==> src/rtl/r51_exec.sv <==
// rtl/r51_exec.sv - R51 execution sequencer: fetch/latch/exec over program RAM, 4-bit accumulator, valid/ready output port.
module r51_exec #(
   parameter int ADDR_WIDTH = 3,
   parameter int DATA_WIDTH = 8
) (
   input  logic                  timer555,
   input  logic                  reset_count,
   input  logic                  run,
   output logic [ADDR_WIDTH-1:0] mem_addr,
   output logic                  mem_rd,
   input  logic [DATA_WIDTH-1:0] mem_data,
   output logic [3:0]            out_data,
   output logic                  out_valid,
   input  logic                  out_ready,
   output logic [3:0]            acc,
   output logic                  carry,
   output logic [ADDR_WIDTH-1:0] pc,
   output logic                  halted,
   output logic                  busy
);

   typedef enum logic [2:0] {
      S_IDLE, S_FETCH, S_LATCH, S_EXEC, S_OUT_WAIT, S_HALT
   } state_t;

   state_t                r_state;
   logic [ADDR_WIDTH-1:0] r_pc;
   logic [3:0]            r_acc;
   logic                  r_carry;
   logic [DATA_WIDTH-1:0] r_ir;
   logic [3:0]            r_out_data;
   logic                  r_out_valid;
   logic [ADDR_WIDTH-1:0] r_mem_addr;
   logic                  r_mem_rd;
   logic                  r_halted;
   logic                  r_busy;

   state_t                w_state_next;
   logic [ADDR_WIDTH-1:0] w_pc_next;
   logic [3:0]            w_acc_next;
   logic                  w_carry_next;
   logic [3:0]            w_out_data_next;
   logic                  w_out_valid_next;
   logic [3:0]            w_opcode;
   logic [3:0]            w_k;
   logic [ADDR_WIDTH-1:0] w_target;
   logic [ADDR_WIDTH-1:0] w_pc_inc;
   logic [4:0]            w_sum;
   logic [4:0]            w_diff;

   assign w_opcode = r_ir[DATA_WIDTH-1 -: 4];
   assign w_k      = r_ir[3:0];
   assign w_target = ADDR_WIDTH'(w_k);
   assign w_pc_inc = r_pc + ADDR_WIDTH'(1);
   assign w_sum    = {1'b0, r_acc} + {1'b0, w_k};
   // Bit 4 of the 5-bit difference is the borrow (k > acc).
   assign w_diff   = {1'b0, r_acc} - {1'b0, w_k};

   always_comb begin
      w_state_next     = r_state;
      w_pc_next        = r_pc;
      w_acc_next       = r_acc;
      w_carry_next     = r_carry;
      w_out_data_next  = r_out_data;
      w_out_valid_next = r_out_valid;
      case (r_state)
         S_IDLE, S_HALT: begin
            if (run) begin
               w_state_next = S_FETCH;
               w_pc_next    = '0;
            end
         end
         S_FETCH: w_state_next = S_LATCH;
         S_LATCH: w_state_next = S_EXEC;
         S_EXEC: begin
            w_state_next = S_FETCH;
            w_pc_next    = w_pc_inc;
            case (w_opcode)
               4'd0: begin
                  w_state_next = S_HALT;
                  w_pc_next    = r_pc;
               end
               4'd1: w_acc_next = w_k;
               4'd2: {w_carry_next, w_acc_next} = w_sum;
               4'd3: {w_carry_next, w_acc_next} = w_diff;
               4'd4: begin
                  w_out_data_next  = r_acc;
                  w_out_valid_next = 1'b1;
                  w_state_next     = S_OUT_WAIT;
                  w_pc_next        = r_pc;
               end
               4'd5: w_pc_next = w_target;
               4'd6: if (r_acc == 4'd0) w_pc_next = w_target;
               4'd7: if (r_carry) w_pc_next = w_target;
               default: ;
            endcase
         end
         S_OUT_WAIT: begin
            if (out_ready) begin
               w_out_valid_next = 1'b0;
               w_pc_next        = w_pc_inc;
               w_state_next     = S_FETCH;
            end
         end
         default: w_state_next = S_IDLE;
      endcase
   end

   // Status outputs are registered from the next state so they line up with r_state.
   always_ff @(posedge timer555 or posedge reset_count) begin
      if (reset_count) begin
         r_state     <= S_IDLE;
         r_pc        <= '0;
         r_acc       <= '0;
         r_carry     <= 1'b0;
         r_ir        <= '0;
         r_out_data  <= '0;
         r_out_valid <= 1'b0;
         r_mem_addr  <= '0;
         r_mem_rd    <= 1'b0;
         r_halted    <= 1'b0;
         r_busy      <= 1'b0;
      end else begin
         r_state     <= w_state_next;
         r_pc        <= w_pc_next;
         r_acc       <= w_acc_next;
         r_carry     <= w_carry_next;
         r_out_data  <= w_out_data_next;
         r_out_valid <= w_out_valid_next;
         if (r_state == S_LATCH) r_ir <= mem_data;
         if (w_state_next == S_FETCH) r_mem_addr <= w_pc_next;
         r_mem_rd    <= (w_state_next == S_FETCH);
         r_halted    <= (w_state_next == S_HALT);
         r_busy      <= (w_state_next == S_FETCH) || (w_state_next == S_LATCH) ||
                        (w_state_next == S_EXEC)  || (w_state_next == S_OUT_WAIT);
      end
   end

   assign mem_addr  = r_mem_addr;
   assign mem_rd    = r_mem_rd;
   assign out_data  = r_out_data;
   assign out_valid = r_out_valid;
   assign acc       = r_acc;
   assign carry     = r_carry;
   assign pc        = r_pc;
   assign halted    = r_halted;
   assign busy      = r_busy;

endmodule
==> config.mk <==
export PLATFORM = sky130hd
export DESIGN_NAME = r51_exec
export DESIGN_NICKNAME = d
export VERILOG_FILES = /design/src/rtl/r51_exec.sv
export SDC_FILE = /design/constraint.sdc
export NUM_CORES = 1
export LEC_CHECK = 0
export ABC_AREA = 1
export CELL_PAD_IN_SITES_DETAIL_PLACEMENT = 0
export CELL_PAD_IN_SITES_GLOBAL_PLACEMENT = 2
export CORE_UTILIZATION = 30
export DETAILED_ROUTE_END_ITERATION = 12
export PLACE_DENSITY = 0.88
export SETUP_SLACK_MARGIN = 0.4
export SYNTH_ARGS = -nofsm -noshare
export SYNTH_HDL_FRONTEND = slang
export SYNTH_SLANG_ARGS = --single-unit
==> constraint.sdc <==
create_clock -name timer555 -period 2.2 [get_ports timer555]
set_input_delay 0.33 -clock timer555 [delete_from_list [all_inputs] [get_ports timer555]]
set_output_delay 0.33 -clock timer555 [all_outputs]
set_load 0.05 [all_outputs]
---- Yosys cells after proc, flatten, opt, wreduce, memory -nomap -nowiden ----
Cells that the tools add are included.
cells by class
  $add $sub $neg .......................... 3
  equal/unequal tests ..................... 19
  multiplexer cells ....................... 15
  reduce and logical (&&, ||, !) cells .... 15
operators by type and width
  cell                                                 number
  two-way mux 3 bit                                    6
  equality test 4 x 3 -> 1 bit, second input constant  4
  case mux 3 bit (5 select lines)                      1
  equality test 3 x 2 -> 1 bit, second input constant  4
  equality test 3 bit, second input constant           4
  case mux 3 bit (4 select lines)                      1
  case mux 4 bit (3 select lines)                      1
  case mux 3 bit (3 select lines)                      1
  equality test 4 x 2 -> 1 bit, second input constant  2
  zero test 4 bit                                      2
  equality test 3 x 1 -> 1 bit, second input constant  2
  case mux 3 bit (2 select lines)                      1
  AND reduction 2 bit                                  3
  adder 4 x 4 -> 5 bit                                 1
  subtractor 4 x 4 -> 5 bit                            1
  equality test 4 x 1 -> 1 bit, second input constant  1
  case mux 1 bit (2 select lines)                      2
  nonzero test 2 bit                                   2
  OR reduction 2 bit                                   2
  adder 3 x 1 -> 3 bit, second input constant          1
  zero test 3 bit                                      1
  logical OR 1 bit                                     3
  AND reduction 3 bit                                  1
  nonzero test 3 bit                                   1
  other kinds (3)                                      4
storage, ports and cells
  bits in registers ....................... 30
  bits of input ports ..................... 12
  output and inout port bits .............. 19
  logic and storage cells ................. 63

---- Depth between registers and ports, before layout ----
Gate-level depths: netlist of the first run.
  word-level depth ........................ 7
  mapped depth ............................ 13
  depth with buffers taken out ............ 13

---- Least setup slack after synthesis of the first run ----
OpenSTA, ideal clock, no wires.
  path kind ............................... register to register
  start ................................... reg r_acc[0] (netlist: acc[0])
  end ..................................... reg r_carry (netlist: carry)
  library setup time ...................... 82 ps
  arrival time ............................ 1866 ps
  required time ........................... 2118 ps
  slack ................................... 252 ps
  cell stages (with the launch flop) ...... 9
  clock period less this slack ............ 1948 ps
  path through ............................ dfrtp_1 inv_1 ha_1 inv_1 fa_1 nand2_1 a21oi_1 or3_1 a31oi_1
between the ends
  word-level cells in the longest chain between the ends .. 2
  elaborated cells on any way between the ends .. 3
  classes of those cells .................. 2 x add/sub; 1 x mux
RTL lines
  what                                                                      RTL line  text
  from (decl)                                                               28        logic [3:0] r_acc;
  from (signal assigned)                                                    126       r_acc <= w_acc_next;
  subtractor 4 x 4 -> 5 bit / adder 4 x 4 -> 5 bit (equally long branches)  57, 55
  case mux 1 bit (2 select lines) *                                         78        case (w_opcode)
  to (signal assigned)                                                      127       r_carry <= w_carry_next;
  to (decl)                                                                 29        logic r_carry;
Mark *: on every way between the ends. The rest lies on a longest branch, timed or not.
A chain may end at the register's enable or synchronous reset.

---- Worst setup path after layout of the first run ----
  start ................................... reg r_out_data[2] (netlist: out_data[2])
  end ..................................... out out_data[2]
RTL lines
  what                    RTL line  text
  from (decl)             31        logic [3:0] r_out_data;
  from (signal assigned)  128       r_out_data <= w_out_data_next;
  to (decl)               12        output logic [3:0] out_data,
No word-level cell between the ends.

==> results of run 1 <==
[sequential cells by signal, indices dropped and copies added, names as in the netlist]
signal / count
halted: 1
mem_addr: 3
mem_rd: 1
carry: 1
out_valid: 1
out_data: 4
acc: 4
busy: 1
pc: 3
r_state: 3
r_ir: 8
[power by group through the flow]
| stage | sequential [W] | combinational, W | clock [W] |
|---|---|---|---|
| detailed placement | 0.00104 | 0.00223 | 0 |
| global placement | 0.00103 | 0.00222 | 0 |
| CTS | 0.00103 | 0.00220 | 0.000463 |
| finish | 0.00104 | 0.00223 | 0.000450 |
| floorplan | 0.00146 | 0.00120 | 0 |
| global route | 0.00107 | 0.00251 | 0.000497 |
[final cells by class]
type                       count  area (sq um)
fill                         613          3560
multi-input combinational    171           965
sequential                    30           756
timing repair buffer          32           318
inverter                      38           143
tap                           75          93.8
clock buffer                   7          86.3
[final timing paths]
kind,startpoint,endpoint,depth (start not counted)
max in group asynchronous,reset_count,r_ir[0]$_DFFE_PP0P_,3
min in group timer555,mem_addr[1]$_DFFE_PP0P_,mem_addr[1]$_DFFE_PP0P_,2
hold / removal,reset_count,out_data[2]$_DFFE_PP0P_,3
setup / recovery,out_data[2]$_DFFE_PP0P_,out_data[2],1
setup reg to reg,acc[0]$_DFFE_PP0P_,carry$_DFFE_PP0P_,8
hold reg to reg,mem_addr[1]$_DFFE_PP0P_,mem_addr[1]$_DFFE_PP0P_,2
[placed cells by master (no fill, tap or decap), drive strengths merged]
cell | synthesis | layout
nand2 | 69 | 69
inv | 38 | 38
dfrtp | 30 | 30
nor2 | 28 | 28
a21oi | 19 | 19
clkdlybuf4s50 | 0 | 17
o21ai | 17 | 17
nand3 | 14 | 14
ha | 9 | 9
dlygate4sd2 | 0 | 8
clkbuf | 0 | 7
dlymetal6s2s | 0 | 5
o22ai | 2 | 2
o211ai | 2 | 2
fa | 2 | 2
buf | 1 | 2
nor3 | 2 | 2
o21a | 2 | 2
or3 | 1 | 1
a31oi | 1 | 1
nand4 | 1 | 1
xor2 | 1 | 1
nor3b | 1 | 1
[metrics by stage]
step | util [%] | worst slack (ps)
3_3_place_gp | 37.7 | 453
2_1_floorplan | - | 391
5_1_grt | 39.9 | 364
3_5_place_dp | 37.7 | 428
6_report | 39.9 | 434
4_1_cts | 39.0 | 402
[logic make-up after synthesis]
| family | after synthesis |
|---|---|
| AOI/OAI and AO/OA | 43 |
| xor gates and xnor gates | 1 |
| and+or+nand+nor | 116 |
| DFF | 30 |
| adders and majority gates | 11 |
| buffers and inverters | 39 |
[worst register-to-register path, stage by stage, from the launching register on]
cell and delay [ps]:
dfrtp_2 430, inv_2 100, ha_4 140, inv_1 40, fa_2 340, nand2_2 70
a21oi_1 60, or3_1 300, a31oi_1 160
[what timing repair did]
item / CTS / global route
pin swaps: 0 / 2
endpoints found under the setup margin: 8 / 8
setup buffers: 0 / 1
hold endpoints to repair: 0 / 0
resized for setup: 8 / 15
[metal layers]
| layer | part of all wire, % | vias up | wire [um] |
|---|---|---|---|
| li1 | - | 837 | - |
| met1 | 50 | 716 | 2120 |
| met2 | 46 | 31 | 1930 |
| met3 | 2.9 | 4 | 122 |
| met4 | 0.71 | 0 | 30 |
| met5 | 0 | - | 0 |
==> impl_metrics.csv, run 1 <==
group,metric,value,unit
outcome,status,"completed",
floorplan,num_rows,28,
yosys,synthFlopType,"dfrtp_1",
floorplan,start_util,31.0,%
clocking,h-tree-depth,2,
yosys,synthXorXnorAreaFrac,0.477,%
routing,detail_route.vias_per_cell,4.50,
clocking,max-clock-path-buffers,2,
setup_path,worstPathMaxFanout,2,
yosys,synth_edf_count,0,
hold_path,hp-class,"input port to asynchronous set/reset pin",
routing,wire_per_inst,11.9,um
timing,slew_violations,0,
power_and_ir_drop,internal_power,0.00178,W
placement,dpl.hpwl,3210,um
yosys,synth-seq-area-share,40.9,%
layout,drive_above_1_share,14.7,%
clocking,numClockSinks,30,
global_routing,grt_usage,14.2,%
timing,finalHoldViolCount,0,
layout,area_growth,28.6,%
global_routing,use_met2,23.4,%
routing,num_vias,1588,
timing,relSlewSlack,66.7,%
routing,postRouteWirelength,4200,um
layout,design_area,2360,sq um
setup_path,critical_path_class,"flop to output port",
yosys,yosys.area.top_type,"dfrtp_1",
timing,finalCritPeriodShare,80.3,%
yosys,syn_inst,240,
timing,period_minus_slack,1770,ps
power_and_ir_drop,ir_drop,0.000581,V
floorplan,die_height,80.2,um
yosys,synth_adder_area_share,8.32,%
yosys,synth_area_per_cell,7.65,sq um
clocking,clock_latency,280,ps
setup_path,worstPathArrival,1440,ps
yosys,synth_area,1840,sq um
yosys,async_reset_ff_share,100,%
routing,ant_nets,0,
timing,tightest_slew,497,ps
layout,nets,301,
timing,setup_viol,0,
timing,rsz0062_at_grt,"yes",
clocking,clk_pin_slew,70,ps
yosys,synthTopCellsByCount,"nand2_1 (61), inv_1 (34), dfrtp_1 (30)",
global_routing,grt_pass1_wl,6910,um
power_and_ir_drop,p_clk_share,12.1,%
setup_path,rrSetupSlack,480,ps
flow_run,drv_cap,0,
floorplan,coreArea,5920,sq um
placement,gp_congestion,0.789,
power_and_ir_drop,p_leak,1.25,nW
yosys,synth_top_family_by_area,"simple AND/OR/NAND/NOR gates",
global_routing,grt-ovfl-total,0,
yosys,synth_compound_area_share,14.3,%
routing,drtIter0Drc,83,
global_routing,use_met1,18.7,%
yosys,synthSimpleGateAreaFrac,27.9,%
yosys,synth_seq_cells,30,
layout,diodes,0,
routing,drcViolationCount,0,
setup_path,critPathLaunchType,"flop",
yosys,synth.most_common_cell,"nand2_1",
power_and_ir_drop,pwr-share-comb,60.0,%
setup_path,critPathSlowestCell,"clkdlybuf4s50_1",
floorplan,ioPinCount,31,
yosys,yosys_warnings,0,
clocking,root_buffer,"clkbuf_8",
setup_path,critical_path.cell_chain,"clkdlybuf4s50_1",
global_routing,grtUsageMet3,3.07,%
yosys,synthDistinctLibCells,30,
yosys,synth_area_leaders,"dfrtp_1 (41%), nand2_1 (12%), inv_1 (7.0%)",
setup_path,end_kind,"output port",
clocking,ctsHoldBuffers,0,
global_routing,antenna_found_initial,0,
floorplan,fp.dieW,80.2,um
yosys,synthMuxAreaShare,0,%
global_routing,grt_busiest_layer,"met2",
timing,fin_skew,11.8,ps
placement,dpl_cell_area,2230,sq um
clocking,cts_buffers,5,
timing,timing.fmax,0.566,GHz
power_and_ir_drop,power_frac_seq,27.8,%
power_and_ir_drop,finalPower,0.00372,W
timing,finalSetupTns,0,ps
clocking,tritoncts,"yes",
yosys,synth_nets,263,
power_and_ir_drop,powerDensity,1580,nW/um^2
routing,dr.pass1.iters,4,
floorplan,die_area,6440,sq um
power_and_ir_drop,switching_power,0.00194,W
yosys,synth_top_area_share,40.9,%
global_routing,grt_pass1_vias,1525,
timing,hold-worst-slack,434,ps
setup_path,max_stage_delay,800,ps
power_and_ir_drop,p_sw_share,52.2,%
setup_path,cp.buffers_inverters,1,
setup_path,crit_required,1870,ps
setup_path,crit_family,"buffers and inverters",
layout,final_cells,353,
global_routing,grt_max_degree,31,
placement,port_buffers,30,
placement,dpl.cell_count,345,
(Power assumes the default switching activity.)
==> inputs of run 2 (changes only) <==
CORE_UTILIZATION = 27   (was 30)
PLACE_DENSITY = 0.84   (was 0.88)
clock period = 1.5 ns   (was 2.2 ns; I/O delays follow)
==> impl_metrics.csv, run 2 (synthesis results as in run 1) <==
group,metric,value,unit
floorplan,die_area,7130,sq um
global_routing,grt-ovfl-total,0,
global_routing,use_met2,25.0,%
power_and_ir_drop,ir_drop,0.000735,V
outcome,violations,"design-rule violations, negative setup slack",
placement,gp_congestion,0.861,
routing,dr.pass1.iters,8,
setup_path,worstPathMaxFanout,3,
timing,slew_violations,0,
routing,wire_per_inst,12.7,um
setup_path,critPathLaunchType,"flop",
floorplan,fp.dieW,84.5,um
setup_path,crit_required,1700,ps
setup_path,worstPathArrival,1860,ps
placement,dpl_cell_area,2520,sq um
global_routing,grtUsageMet3,2.65,%
routing,ant_nets,0,
floorplan,start_util,28.4,%
layout,design_area,3100,sq um
floorplan,ioPinCount,31,
setup_path,r2r_start,"acc[0]$_DFFE_PP0P_",
setup_path,rrSetupSlack,-160,ps
layout,mostFrequentLayoutCells,"nand2_1 (50), buf_4 (28), inv_1 (25)",
setup_path,critPathLaunch,"acc[0]$_DFFE_PP0P_",
clocking,numClockSinks,30,
placement,dpl.cell_count,370,
timing,timing.fmax,0.601,GHz
setup_path,end_kind,"flop",
floorplan,coreArea,6460,sq um
routing,num_vias,1794,
layout,layout_commonest_cell,"nand2_1",
layout,nets,338,
outcome,status,"complete, but fails checks",
placement,dpl.hpwl,3590,um
hold_path,hp-class,"input port to asynchronous set/reset pin",
routing,drtIter0Drc,74,
clocking,clock_latency,280,ps
global_routing,use_met1,20.6,%
power_and_ir_drop,p_leak,1.45,nW
layout,diodes,0,
setup_path,rr_worst_depth,8,
layout,area_growth,68.6,%
clocking,cts_buffers,5,
timing,finalCritPeriodShare,111,%
routing,drcViolationCount,4,
timing,rsz0062_at_grt,"yes",
clocking,max-clock-path-buffers,2,
global_routing,antenna_found_initial,0,
timing,tightest_slew,390,ps
clocking,clk_pin_slew,70,ps
global_routing,grt_busiest_layer,"met2",
global_routing,grt_max_degree,31,
flow_run,drv_cap,0,
clocking,tritoncts,"yes",
layout,largest_register_ff_count,8,
routing,postRouteWirelength,5010,um
layout,final_util,47.9,%
power_and_ir_drop,powerDensity,2420,nW/um^2
global_routing,grt_pass1_vias,1736,
floorplan,num_rows,29,
placement,port_buffers,30,
timing,period_minus_slack,1660,ps
timing,setup_viol,5,
setup_path,critical_path_class,"flop to flop",
clocking,h-tree-depth,2,
global_routing,grt_usage,15.2,%
layout,regMostFlops,"r_ir",
timing,relSlewSlack,74.0,%
global_routing,grt_pass1_wl,8430,um
timing,finalHoldViolCount,0,
timing,hold-worst-slack,319,ps
clocking,root_buffer,"clkbuf_8",
layout,final_cells,393,
routing,detail_route.vias_per_cell,4.56,
timing,worst_slack,-165,ps
timing,fin_skew,5.50,ps
layout,drive_above_1_share,49.1,%
floorplan,die_height,84.5,um
placement,dp_worst_setup_slack,-137,ps
## run 2: cell count changes in the layout (fill, tap and decap cells not counted), sizes merged
cell | previous run | this run
dlygate4sd2 | 8 | 0
clkdlybuf4s50 | 17 | 11
dlymetal6s2s | 5 | 0
nand3 | 14 | 15
buf | 2 | 57
clkinv | 0 | 2
bufinv | 0 | 1
clkbuf | 7 | 5
## run 2: metrics by stage
stage / power (W) / setup TNS [ps]
finish: 0.00750 / -397
global route: 0.00806 / -1090
CTS: 0.00720 / -461
detailed placement: 0.00559 / -522
global placement: 0.00556 / -445
floorplan: 0.00399 / -681
## run 2: worst max-delay path: stages, from the launching register on
cell and delay, ps:
dfrtp_2 430, inv_2 80, ha_4 130, inv_2 30, fa_2 340, nand2_2 80, a21oi_1 50, or3_1 310
a31oi_1 130
## run 2: worst paths after layout
check / end
setup / recovery: carry$_DFFE_PP0P_
hold / removal: out_data[0]$_DFFE_PP0P_
setup reg to reg: carry$_DFFE_PP0P_
hold reg to reg: out_data[2]$_DFFE_PP0P_
max in group asynchronous: acc[2]$_DFFE_PP0P_
min in group timer555: out_data[2]$_DFFE_PP0P_
## run 2: per-layer routing
layer	wire (um)	part of all wire [%]	vias up
li1	-	-	918
met1	2350	47	837
met2	2450	49	31
met3	125	2.5	8
met4	74	1.5	0
met5	0	0	-
## run 2: area by class of cell
type	count	area, sq um
Timing Repair Buffer	68	759
Tap cell	77	96.3
Multi-Input combinational cell	172	1220
Sequential cell	30	761
Fill cell	627	3360
Clock inverter	3	40.0
Clock buffer	5	68.8
Inverter	38	153
## run 2: where the power goes
part           internal [W]  switching [W]
sequential          0.00117       0.000371
clock              0.000489       0.000321
combinational       0.00230        0.00285
## run 2: repair_timing
action | in CTS | in global routing
resized for setup | 67 | 33
endpoints found under the setup margin | 38 | 45
hold buffers | 0 | 0
pin swaps | 15 | 13
hold endpoints to repair | 0 | 0
buffers inserted | 9 | 4
gates cloned | 2 | 0
==> inputs of run 3 (changes only) <==
CORE_ASPECT_RATIO = 0.7   (was unset)
PLACE_DENSITY = unset   (was 0.84)
PLACE_DENSITY_LB_ADDON = 0.1   (was unset)
==> impl_metrics.csv, run 3 (synthesis results as in run 1) <==
group,metric,value,unit
outcome,status,"complete, but fails checks",
outcome,violations,"negative setup slack",
clocking,cts_buffers,5,
global_routing,grt_pass1_vias,1721,
clocking,clock_latency,280,ps
global_routing,antenna_found_initial,0,
layout,layout_commonest_cell,"nand2_1",
setup_path,critical_path_class,"flop to flop",
floorplan,num_rows,24,
timing,setup_viol,4,
setup_path,max_stage_delay,430,ps
timing,relSlewSlack,82.2,%
setup_path,cp.buffers_inverters,2,
timing,rsz0062_at_grt,"yes",
hold_path,hp-class,"input port to asynchronous set/reset pin",
timing,fin_skew,4.67,ps
routing,drtIter0Drc,42,
clocking,clk_pin_slew,70,ps
setup_path,worstPathArrival,1860,ps
clocking,h-tree-depth,2,
setup_path,end_kind,"flop",
power_and_ir_drop,switching_power,0.00358,W
global_routing,grt_pass1_wl,8640,um
routing,postRouteWirelength,5350,um
timing,tightest_slew,267,ps
setup_path,path_common_cell,"inv_2",
placement,dpl_cell_area,2570,sq um
power_and_ir_drop,p_clk_share,9.4,%
setup_path,critical_path.cell_chain,"inv_2 -> ha_4 -> inv_2 -> fa_2 -> nand2_2 -> a21oi_2 -> or3_1 -> a31oi_1",
layout,largest_register_ff_count,8,
timing,finalHoldViolCount,0,
floorplan,start_util,28.7,%
global_routing,grt-ovfl-total,0,
flow_run,drv_cap,0,
routing,dr.pass1.iters,4,
power_and_ir_drop,pwr-share-comb,69.7,%
global_routing,grt_max_degree,31,
layout,fillers,641,
setup_path,worstPathMaxFanout,3,
routing,detail_route.vias_per_cell,4.32,
timing,finalCritPeriodShare,110,%
layout,diodes,0,
routing,drcViolationCount,0,
timing,hold-worst-slack,300,ps
setup_path,critPathLaunchType,"flop",
clocking,root_buffer,"clkbuf_8",
placement,dpl.hpwl,3830,um
timing,finalSetupTns,-299,ps
layout,regMostFlops,"r_ir",
power_and_ir_drop,internal_power,0.00373,W
routing,ant_nets,0,
layout,nets,338,
layout,area_growth,64.3,%
power_and_ir_drop,ir_drop,0.000618,V
power_and_ir_drop,power_frac_seq,21.0,%
layout,final_util,47.1,%
routing,wire_per_inst,13.1,um
setup_path,crit_family,"adder cells",
clocking,tritoncts,"yes",
layout,drive_above_1_share,46.8,%
global_routing,grt_usage,16.1,%
timing,period_minus_slack,1660,ps
layout,mostFrequentLayoutCells,"nand2_1 (53), buf_4 (35), inv_1 (24)",
floorplan,die_height,71.0,um
clocking,numClockSinks,30,
placement,port_buffers,30,
layout,design_area,3020,sq um
power_and_ir_drop,p_leak,1.41,nW
floorplan,fp.dieW,101,um
setup_path,critPathSlowestCell,"dfrtp_2",
power_and_ir_drop,powerDensity,2420,nW/um^2
timing,slew_violations,0,
routing,num_vias,1759,
power_and_ir_drop,p_sw_share,49.0,%
clocking,max-clock-path-buffers,2,
placement,gp_congestion,0.742,
floorplan,coreArea,6400,sq um
timing,worst_slack,-156,ps
timing,timing.fmax,0.604,GHz
setup_path,crit_required,1710,ps
floorplan,ioPinCount,31,
floorplan,die_area,7140,sq um
-- run 3: cell type report --
cell class	instances	area [sq um]	share of cell area, %
clock inverters	1	5.00	0.166
flip-flops and latches	30	761	25.2
well taps	91	114	3.78
clock buffers	7	86.3	2.86
repair buffers	68	703	23.3
multi-input cells	172	1190	39.6
inverters	38	153	5.06
-- run 3: routing by layer --
metal	vias to the layer above	track usage, %	share of wire, %
met5	-	0	0
met1	814	25.1	57
met2	25	21.3	39
met4	0	5.31	1.0
li1	915	-	-
met3	5	3.75	3.2
-- run 3: what timing repair did --
| item | 4_1_cts | 5_1_grt |
|---|---|---|
| resized for setup | 52 | 34 |
| pin swaps | 18 | 13 |
| endpoints found under the setup margin | 37 | 42 |
| cloned | 2 | 0 |
| setup buffers | 7 | 1 |
| hold buffers | 0 | 0 |
-- run 3: power by group through the flow --
stage	registers, W	logic, W	clock network (W)
floorplan	0.00215	0.00184	0
global placement	0.00148	0.00424	0
detailed placement	0.00150	0.00420	0
CTS	0.00151	0.00477	0.000715
global route	0.00158	0.00553	0.000748
finish	0.00153	0.00509	0.000684
-- run 3: metrics by stage --
stage / power, W / setup WS (ps) / cells
global placement: 0.00572 / -135 / 389
CTS: 0.00700 / -150 / 406
floorplan: 0.00399 / -243 / 240
finish: 0.00730 / -156 / 407
detailed placement: 0.00570 / -177 / 389
global route: 0.00786 / -217 / 407
-- run 3: path summary, 6_finish.rpt --
| kind | to | start | slack [ps] | depth (start not counted) |
|---|---|---|---|---|
| max | carry$_DFFE_PP0P_ | acc[0]$_DFFE_PP0P_ | -160 | 8 |
| min | out_data[2]$_DFFE_PP0P_ | reset_count | 300 | 3 |
| min reg2reg | out_data[1]$_DFFE_PP0P_ | out_data[1]$_DFFE_PP0P_ | 490 | 2 |
| min in group timer555 | out_data[1]$_DFFE_PP0P_ | out_data[1]$_DFFE_PP0P_ | 490 | 2 |
| max reg2reg | carry$_DFFE_PP0P_ | acc[0]$_DFFE_PP0P_ | -160 | 8 |
| max in group asynchronous | r_state[0]$_DFF_PP0_ | reset_count | 1020 | 3 |
-- run 3: tightest hold or removal path: stages --
cell and delay (ps):
clkdlybuf4s50_1 410, inv_1 100, buf_12 210
